**src/rtl/uart_configurable_if.sv**
```systemverilog
// Ready/valid bundle between a uart_configurable and its on-chip users.
// master = producer/consumer logic, slave = the UART itself.
interface uart_configurable_if #(
    parameter int DataBits = 8
);
    logic [DataBits-1:0] DataIn;
    logic                DataInValid;
    logic                DataInReady;
    logic [DataBits-1:0] DataOut;
    logic                DataOutValid;
    logic                DataOutReady;
    logic                ParityError;
    logic                FramingError;
    logic                Overrun;

    modport master (
        output DataIn, DataInValid, DataOutReady,
        input  DataInReady, DataOut, DataOutValid,
        input  ParityError, FramingError, Overrun
    );

    modport slave (
        input  DataIn, DataInValid, DataOutReady,
        output DataInReady, DataOut, DataOutValid,
        output ParityError, FramingError, Overrun
    );
endinterface

```
**src/rtl/uart_configurable.sv**
```systemverilog
// Full-duplex UART with configurable width, parity and stop bits.
// TX and RX share the baud divisor; RX reports parity/framing/overrun.
module uart_configurable #(
    parameter int ClockFreq = 100_000_000,
    parameter int BaudRate  = 115_200,
    parameter int DataBits  = 8,
    parameter int Parity    = 0,
    parameter int StopBits  = 1
) (
    input  logic               Clock,
    input  logic               ResetN,
    uart_configurable_if.slave bus,
    input  logic               SIn,
    output logic               SOut
);
    localparam int SymbolEdgeTime = ClockFreq / BaudRate;
    localparam int HasParity = (Parity != 0) ? 1 : 0;
    localparam int FrameBits = 1 + DataBits + HasParity + StopBits;
    localparam int CntW = $clog2(SymbolEdgeTime);
    localparam logic [CntW-1:0] SymLast = CntW'(SymbolEdgeTime - 1);
    localparam logic [CntW-1:0] HalfLast = CntW'(SymbolEdgeTime / 2 - 1);
    localparam logic [3:0] TxLast = 4'(FrameBits - 1);
    localparam logic [3:0] DataLast = 4'(DataBits - 1);
    localparam logic [3:0] StopLast = 4'(StopBits - 1);
    localparam logic OddPar = (Parity == 1);

    typedef enum logic {TxIdle, TxShift} txState_t;
    typedef enum logic [2:0] {
        RxIdle, RxStart, RxData, RxParity, RxStop
    } rxState_t;

    txState_t txState, txNext;
    logic [FrameBits-1:0] txShift, txFrame;
    logic [CntW-1:0] txCnt;
    logic [3:0] txBit;
    logic txArmed, txTick, txAccept, txDone;

    rxState_t rxState, rxNext;
    logic sinMeta, sinSync, sinPrev, rxFall;
    logic [CntW-1:0] rxCnt;
    logic [3:0] rxBit;
    logic [DataBits-1:0] rxShift;
    logic rxParErr, rxFrameErr, rxTick, rxDone, consume;

    assign txTick = (txCnt == SymLast);
    assign txAccept = bus.DataInValid & bus.DataInReady;
    assign txDone = (txState == TxShift) & txTick & (txBit == TxLast);
    assign bus.DataInReady = txArmed & (txState == TxIdle);
    assign SOut = txShift[0];

    // Assemble the whole frame, LSB first, idle-high padding on top.
    always_comb begin
        txFrame = '1;
        txFrame[0] = 1'b0;
        txFrame[DataBits:1] = bus.DataIn;
        if (HasParity != 0)
            txFrame[DataBits+1] = OddPar ? ~^bus.DataIn : ^bus.DataIn;
    end

    // TX state register.
    always_ff @(posedge Clock) begin
        if (!ResetN) txState <= TxIdle;
        else txState <= txNext;
    end

    // TX next state.
    always_comb begin
        txNext = txState;
        unique case (txState)
            TxIdle:  if (txAccept) txNext = TxShift;
            TxShift: if (txDone) txNext = TxIdle;
            default: txNext = TxIdle;
        endcase
    end

    // TX shifter; refills with ones so SOut idles high straight from a flop.
    always_ff @(posedge Clock) begin
        if (!ResetN) begin
            txShift <= '1;
            txCnt   <= '0;
            txBit   <= '0;
            txArmed <= 1'b0;
        end else begin
            txArmed <= 1'b1;
            if (txAccept) begin
                txShift <= txFrame;
                txCnt   <= '0;
                txBit   <= '0;
            end else if (txState == TxShift) begin
                if (txTick) begin
                    txShift <= {1'b1, txShift[FrameBits-1:1]};
                    txCnt   <= '0;
                    txBit   <= txBit + 4'd1;
                end else begin
                    txCnt <= txCnt + 1'b1;
                end
            end
        end
    end

    assign rxFall = sinPrev & ~sinSync;
    assign consume = bus.DataOutValid & bus.DataOutReady;

    // Two-flop synchroniser plus a delayed copy for edge detection.
    always_ff @(posedge Clock) begin
        if (!ResetN) begin
            sinMeta <= 1'b1;
            sinSync <= 1'b1;
            sinPrev <= 1'b1;
        end else begin
            sinMeta <= SIn;
            sinSync <= sinMeta;
            sinPrev <= sinSync;
        end
    end

    // RX state register.
    always_ff @(posedge Clock) begin
        if (!ResetN) rxState <= RxIdle;
        else rxState <= rxNext;
    end

    // RX next state; rxTick marks each mid-symbol sample point.
    always_comb begin
        rxNext = rxState;
        rxTick = 1'b0;
        rxDone = 1'b0;
        unique case (rxState)
            RxIdle: if (rxFall) rxNext = RxStart;
            RxStart: if (rxCnt == HalfLast) begin
                rxTick = 1'b1;
                rxNext = sinSync ? RxIdle : RxData;
            end
            RxData: if (rxCnt == SymLast) begin
                rxTick = 1'b1;
                if (rxBit == DataLast)
                    rxNext = (HasParity != 0) ? RxParity : RxStop;
            end
            RxParity: if (rxCnt == SymLast) begin
                rxTick = 1'b1;
                rxNext = RxStop;
            end
            RxStop: if (rxCnt == SymLast) begin
                rxTick = 1'b1;
                if (rxBit == StopLast) begin
                    rxDone = 1'b1;
                    rxNext = RxIdle;
                end
            end
            default: rxNext = RxIdle;
        endcase
    end

    // RX counters, data shifter and per-frame error accumulation.
    always_ff @(posedge Clock) begin
        if (!ResetN) begin
            rxCnt      <= '0;
            rxBit      <= '0;
            rxShift    <= '0;
            rxParErr   <= 1'b0;
            rxFrameErr <= 1'b0;
        end else begin
            if (rxState == RxIdle || rxTick) rxCnt <= '0;
            else rxCnt <= rxCnt + 1'b1;
            if (rxNext != rxState) rxBit <= '0;
            else if (rxTick) rxBit <= rxBit + 4'd1;
            if (rxState == RxStart) begin
                rxParErr   <= 1'b0;
                rxFrameErr <= 1'b0;
            end
            if (rxTick && rxState == RxData)
                rxShift <= {sinSync, rxShift[DataBits-1:1]};
            if (rxTick && rxState == RxParity)
                rxParErr <= ((^rxShift) ^ sinSync) != OddPar;
            if (rxTick && rxState == RxStop && !sinSync)
                rxFrameErr <= 1'b1;
        end
    end

    // Output holding register: load on completion, flag overrun if full.
    always_ff @(posedge Clock) begin
        if (!ResetN) begin
            bus.DataOut      <= '0;
            bus.DataOutValid <= 1'b0;
            bus.ParityError  <= 1'b0;
            bus.FramingError <= 1'b0;
            bus.Overrun      <= 1'b0;
        end else if (rxDone && (!bus.DataOutValid || consume)) begin
            bus.DataOut      <= rxShift;
            bus.DataOutValid <= 1'b1;
            bus.ParityError  <= rxParErr;
            bus.FramingError <= rxFrameErr | ~sinSync;
            bus.Overrun      <= 1'b0;
        end else if (rxDone) begin
            bus.Overrun <= 1'b1;
        end else if (consume) begin
            bus.DataOutValid <= 1'b0;
            bus.ParityError  <= 1'b0;
            bus.FramingError <= 1'b0;
            bus.Overrun      <= 1'b0;
        end
    end
endmodule

```
**src/flat_wrapper.sv**
```systemverilog
// flat-port wrapper written by rule: the top's interface ports become plain ports
module uart_configurable_flat 
#(
    parameter int ClockFreq = 100_000_000,
    parameter int BaudRate  = 115_200,
    parameter int DataBits  = 8,
    parameter int Parity    = 0,
    parameter int StopBits  = 1
)
  (Clock, ResetN, SIn, SOut, bus_DataIn, bus_DataInValid, bus_DataOutReady, bus_DataInReady, bus_DataOut, bus_DataOutValid, bus_ParityError, bus_FramingError, bus_Overrun);
  uart_configurable_if #(.DataBits(DataBits)) bus_i ();
  input  logic Clock;
  input  logic ResetN;
  input  logic SIn;
  output logic SOut;
  input wire logic [$bits(bus_i.DataIn)-1:0] bus_DataIn;
  input wire logic [$bits(bus_i.DataInValid)-1:0] bus_DataInValid;
  input wire logic [$bits(bus_i.DataOutReady)-1:0] bus_DataOutReady;
  output wire logic [$bits(bus_i.DataInReady)-1:0] bus_DataInReady;
  output wire logic [$bits(bus_i.DataOut)-1:0] bus_DataOut;
  output wire logic [$bits(bus_i.DataOutValid)-1:0] bus_DataOutValid;
  output wire logic [$bits(bus_i.ParityError)-1:0] bus_ParityError;
  output wire logic [$bits(bus_i.FramingError)-1:0] bus_FramingError;
  output wire logic [$bits(bus_i.Overrun)-1:0] bus_Overrun;
  assign bus_i.DataIn = bus_DataIn;
  assign bus_i.DataInValid = bus_DataInValid;
  assign bus_i.DataOutReady = bus_DataOutReady;
  assign bus_DataInReady = bus_i.DataInReady;
  assign bus_DataOut = bus_i.DataOut;
  assign bus_DataOutValid = bus_i.DataOutValid;
  assign bus_ParityError = bus_i.ParityError;
  assign bus_FramingError = bus_i.FramingError;
  assign bus_Overrun = bus_i.Overrun;
  uart_configurable #(.ClockFreq(ClockFreq), .BaudRate(BaudRate), .DataBits(DataBits), .Parity(Parity), .StopBits(StopBits)) u_core (.Clock(Clock), .ResetN(ResetN), .bus(bus_i), .SIn(SIn), .SOut(SOut));
endmodule
```
**config.mk**
```make
export PLATFORM = sky130hd
export DESIGN_NAME = uart_configurable_flat
export DESIGN_NICKNAME = d
export VERILOG_FILES = /design/src/rtl/uart_configurable_if.sv /design/src/rtl/uart_configurable.sv /design/src/flat_wrapper.sv
export SDC_FILE = /design/constraint.sdc
export NUM_CORES = 1
export LEC_CHECK = 0
export BUFFER_PORTS_ARGS = -buffer_cell sky130_fd_sc_hd__buf_4
export CAP_MARGIN = 20
export CORE_UTILIZATION = 42
export CTS_BUF_LIST = sky130_fd_sc_hd__clkbuf_16
export CTS_CLUSTER_SIZE = 28
export DETAILED_ROUTE_END_ITERATION = 6
export GPL_TIMING_DRIVEN = 0
export PLACE_DENSITY_LB_ADDON = 0.05
export SLEW_MARGIN = 20
export SYNTH_ARGS = -nofsm -noshare
export SYNTH_HDL_FRONTEND = slang
export SYNTH_SLANG_ARGS = --single-unit
export TNS_END_PERCENT = 30
```
**constraint.sdc**
```tcl
create_clock -name Clock -period 4.5 [get_ports Clock]
set_input_delay 0.225 -clock Clock [delete_from_list [all_inputs] [get_ports Clock]]
set_output_delay 0.225 -clock Clock [all_outputs]
set_load 0.05 [all_outputs]
```
# Yosys cells after proc, flatten, opt, wreduce, memory -nomap -nowiden
# Index checks and enable logic that the tools add are counted.
# totals
input_bits	13
register_bits	67
# op_classes
reduce_logical	26
n_eq_ne	11
addsub	4
mux	32
bitwise_logic	11
# ops
operator	count
$mux 9	3
$mux 3	7
$add 10x1->10 const B	2
$eq 10x10->1 const B	2
$mux 1	17
$pmux 3 s5	1
$reduce_bool 2->1	6
$eq 10x9->1 const B	1
$mux 10	1
$add 4x1->4 const B	2
$reduce_or 2->1	4
$reduce_xor 8->1	1
$and 1x1->1	6
$eq 3x2->1 const B	2
$reduce_and 2->1	3
$logic_and 1x1->1	5
$eq 4x3->1 const B	1
$eq 4x4->1 const B	1
$logic_not 4->1	1
$pmux 1 s2	2
$eq 3x1->1 const B	1
$eq 3x3->1 const B	1
$logic_not 3->1	1
$ne 3x3->1	1
8 further kinds	12

# Logic depth before layout (Yosys ltp)
# depth
word_depth	7
depth_mapped	7
mapped_depth_nobuf	7

# Worst setup path before layout
# Ideal clock, no wire load.
# synth_timing
path_kind	reg2reg
from	register u_core.txState
to	register u_core.txCnt[0]
path_stages_with_launch	7
setup_slack_ps	2540
required_time_ps	4376
arrival_time_ps	1836
synth_period_minus_slack_ps	1960
path_cell_list	dfxtp_1 -> buf_2 -> nor2b_1 -> and2_1 -> nor2_1 -> nand2_1 -> nor2_1
# synth_between
elab_chain_len	4
# synth_rtl
item	line_no	text
start, declared	uart_configurable.sv:32	txState_t txState, txNext;
start signal, assigned	uart_configurable.sv:62	if (!ResetN) txState <= TxIdle;
start signal, assigned	uart_configurable.sv:63	else txState <= txNext;
$not 1->1	uart_configurable.sv:48	assign bus.DataInReady = txArmed & (txState == TxIdle);
$and 1x1->1	uart_configurable.sv:48	
via bus_DataInReady	flat_wrapper.sv:19	output wire logic [$bits(bus_i.DataInReady)-1:0] bus_DataInReady;
$and 1x1->1	uart_configurable.sv:46	assign txAccept = bus.DataInValid & bus.DataInReady;
$reduce_or 2->1 (no line)	n/a	
end signal, assigned	uart_configurable.sv:95	txCnt <= txCnt + 1'b1;
end, declared	uart_configurable.sv:34	logic [CntW-1:0] txCnt;
# The timed path passes the listed nets, and every way through them passes these cells.
# A chain may end at the register's enable or synchronous reset.

# Worst setup path after layout
# layout_timing
from	register u_core.rxCnt[0]
to	register u_core.bus.DataOut[2]
# layout_between
elab_chain_len	4
# layout_rtl
item	line_no	text
start, declared	uart_configurable.sv:40	logic [CntW-1:0] rxCnt;
start signal, assigned	uart_configurable.sv:164	else rxCnt <= rxCnt + 1'b1;
$eq 10x10->1	uart_configurable.sv:143	RxStop: if (rxCnt == SymLast) begin
$mux 1	uart_configurable.sv:143	
$mux 1	uart_configurable.sv:128	unique case (rxState)
$logic_and 1x1->1	uart_configurable.sv:188	end else if (rxDone && (!bus.DataOutValid || consume)) begin
end signal, assigned	uart_configurable.sv:189	bus.DataOut <= rxShift;
end, declared	uart_configurable_if.sv:24	output DataInReady, DataOut, DataOutValid,
# No other way between the ends.

==> run_results.csv <==
group,metric,value,unit
cts,cts-root-to-sink-buffers,2,
timing,max_freq,476,MHz
setup_path,reg2reg_to,"u_core.bus.DataOut[2]",
logic_synthesis,synth_area_leader_cell,"dfxtp_1",
timing,totalNegativeSetupSlack,0,ns
global_routing,gr-total-overflow,0,
timing,timing.max_slew.rel_slack,0.628,
power,power.density,357,mW/mm^2
power,combPwrFrac,0.041,
logic_synthesis,syn_area,0.00311,mm^2
logic_synthesis,synth_top_cells_by_area,"dfxtp_1 43%, nor2_1 6.5%, mux2i_1 6.1%",
placed_design,port_buffers,26,
logic_synthesis,synth-edff-count,0,
routing,final_antenna_net_count,0,
timing,slew_violations,0,
cts,ctsHoldBuffers,0,
setup_path,worst_ep_required_time,4.70,ns
floorplanning,floorplan.rows,31,
global_routing,via_count_of_the_first_global_routing_pass,2292,
power,share_clk_of_total_power,0.501,
timing,setup-violations-final,0,
setup_path,setup.worst_path.end,"u_core.bus.DataOut[2]",
setup_path,critical_path.slowest_cell,"nor3_4",
floorplanning,die_y,88.0,um
cts,clock_latency,0.33,ns
global_routing,global_route_wire_length_before_repair,10.6,mm
floorplanning,die_w,88.0,um
logic_synthesis,synthesis.area_per_instance,9.17,um^2
power,switching_power_of_the_nets,0.282,mW
logic_synthesis,yosysSeqAreaShare,0.431,
cells_and_area,area_growth_syn_to_layout,19.4,%
setup_path,crit_start,"u_core.rxCnt[0]",
cts,cts_post_setup_buffers_inserted,0,
logic_synthesis,netlist_instances,339,
routing,routed_wire_length_per_instance,12.8,um
floorplanning,initial_utilization,0.431,
power,switching_share,0.213,
global_routing,antenna_found_initial,0,
cells_and_area,mostFrequentLayoutCells,"67 x dfxtp_1, 54 x nor2_1, 34 x nand2_1",
cts,tritoncts,"built",
status,status,"finished, final reports clean",
logic_synthesis,post_synth_net_total,359,
setup_path,reg2reg_setup_slack,2.40,ns
logic_synthesis,ys_seq_elements,67,
setup_path,crit_family,"simple AND/OR/NAND/NOR gates",
placed_design,finalWeightedCongestion,0.764,
cells_and_area,final_nets,396,
setup_path,critical_path_class,"flip-flop to flip-flop",
routing,firstDrtPassIters,4,
cts,ctsResizeCount,0,
min_path,worst_hold_path_type,"primary input to flip-flop",
setup_path,r2r_cells,6,
timing,timing.clock.skew,0.00678,ns
logic_synthesis,commonest_register_cell_after_synthesis,"dfxtp_1",
routing,detail_routed_via_count_per_cell,5.06,
cts,cts-htree-levels,3,
routing,wirelength,6.15,mm
routing,total_via_count_in_the_routed_design,2428,
power,power.ir.vdd_worst,193,uV
setup_path,reg2reg_from,"u_core.rxCnt[0]",
routing,detail_route.drc_violations,0,
setup_path,cp_data_arrival_time,2.31,ns
logic_synthesis,ys_async_sr_fraction,0,
cells_and_area,post_route_cells_drive_above_1_share,0.152,
flow_run,max_cap_viol_count,0,
setup_path,worst-path-stages,6,
logic_synthesis,synth_largest_type_area_fraction,0.431,
timing,post-route-min-period,2.10,ns
floorplanning,floorplan_die_area,0.00775,mm^2
logic_synthesis,synth_cell_types,52,
cts,cts_buffers,9,
placed_design,dp_hpwl,4.31,mm
cts,clock-root-buffer,"clkbuf_16",
logic_synthesis,yosysWarningCount,0,
global_routing,grt_max_degree,12,
cts,cts_sinks,67,
setup_path,slowest_delay,0.49,ns
cells_and_area,layout_commonest_cell,"dfxtp_1",
setup_path,timing.critical_path.cells,"ha_1 > and4bb_1 > nand4_4 > nor3_4 > mux2i_1 > nor2_1",
floorplanning,core_area,0.00721,mm^2
cells_and_area,antennaDiodeCount,0,
cts,clk_pin_slew_worst_paths,0.06,ns
timing,worst_slew_pin_slew,0.555,ns
power,internal-power,1.04,mW
setup_path,path_max_fanout,8,
routing,drt_iter0_drc,109,
floorplanning,ios,27,
timing,final_hold_fails,0,
power,power.static_leakage,1.39,nW
setup_path,endpoint_kind,"flip-flop",
timing,rsz_0062_raised_after_global_routing,"no",
cells_and_area,postLayoutCoreUtil,0.515,
setup_path,cp_buf_inv_count,0,
global_routing,global_route.usage.total,0.179,
setup_path,critPathLaunchType,"flip-flop",
timing,finalCritPeriodShare,0.467,
power,power.sequential.fraction,0.458,
## through the flow
stage	hold WS (ns)	power, mW	setup slack, ns	cell area (um^2)	instances
finish	0.0525	1.32	2.40	3710	480
global placement	0.395	0.674	2.40	3430	464
floorplan	0.253	0.652	2.54	3110	339
CTS	0.0508	1.35	2.35	3710	480
global route	0.0594	1.38	2.18	3710	480
detailed placement	0.395	0.674	2.35	3430	464
## area by class of cell
| type | count | area (um^2) |
|---|---|---|
| fill | 700 | 3500 |
| sequential | 67 | 1340 |
| timing repair buffer | 26 | 195 |
| buffer | 10 | 41.3 |
| multi-input combinational | 252 | 1690 |
| inverter | 10 | 37.5 |
| tap | 99 | 124 |
| clock buffer | 9 | 225 |
| clock inverter | 7 | 58.8 |
## worst min path at each step
stage,from,to,cells after the start
after floorplan,ResetN,u_core.txArmed,0
after global placement,ResetN,u_core.txArmed,1
after detailed placement,ResetN,u_core.txArmed,1
after CTS,ResetN,u_core.txArmed,1
after global routing,ResetN,u_core.txArmed,1
final,ResetN,u_core.txArmed,1
## state kept, by name, indices dropped and copies added (netlist names), 3 cells and up
signal and cells:
u_core.rxCnt 10, u_core.txCnt 10, u_core.txShift 9, u_core.bus.DataOut 8
u_core.rxShift 8, u_core.rxBit 4, u_core.txBit 4, u_core.rxState 3
## worst register-to-register path, delay by kind of cell, from the launching register on
| kind | cells | cell delay, ns |
|---|---|---|
| flops | 1 | 0.40 |
| simple gates | 4 | 1.07 |
| fa+ha+maj | 1 | 0.26 |
| mux | 1 | 0.26 |
## power by group through the flow
stage | clock, mW | sequential [mW] | combinational [mW]
global placement | 0 | 0.619 | 0.0550
detailed placement | 0 | 0.619 | 0.0553
global route | 0.714 | 0.607 | 0.0601
CTS | 0.685 | 0.606 | 0.0555
floorplan | 0 | 0.620 | 0.0323
finish | 0.664 | 0.607 | 0.0540
## cell usage after synthesis, types with 2 or more instances
cell       instances
mux2i_1           19
dfxtp_1           67
a21oi_1           10
o31ai_1            3
xnor2_1           13
a21boi_0           2
nand3_1            8
nor3_4             2
a31oi_1            8
nor3_1             9
inv_1             10
and3_1             6
ha_1               7
o2111ai_1          2
and2_1             2
clkbuf_1           7
nand2_1           34
nor2b_1            3
nor2_1            54
xor2_1            13
nand2b_1           8
nand3_2            2
and4_1             2
nand4_1            8
nor4_4             2
buf_2              3
and4bb_1           2
o21ai_0            9
## cells by family (layout without fill, tap and decap cells)
kind of cell / count (synthesis) / after routing / synth area share
xor gates and xnor gates: 27 / 27 / 0.0805
adders and majority gates: 7 / 7 / 0.0282
buffers and inverters: 20 / 62 / 0.0254
muxes: 19 / 19 / 0.0612
and+or+nand+nor: 153 / 153 / 0.275
DFF: 67 / 67 / 0.431
AOI/OAI and AO/OA: 46 / 46 / 0.0982
## per-layer routing
layer | vias up | track usage | share of wire
li1 | 1261 | - | -
met1 | 1122 | 0.224 | 0.49
met2 | 36 | 0.288 | 0.46
met3 | 9 | 0.0594 | 0.034
met4 | 0 | 0.0616 | 0.015
met5 | - | 0 | 0
Power figures use the tool's default switching activity.
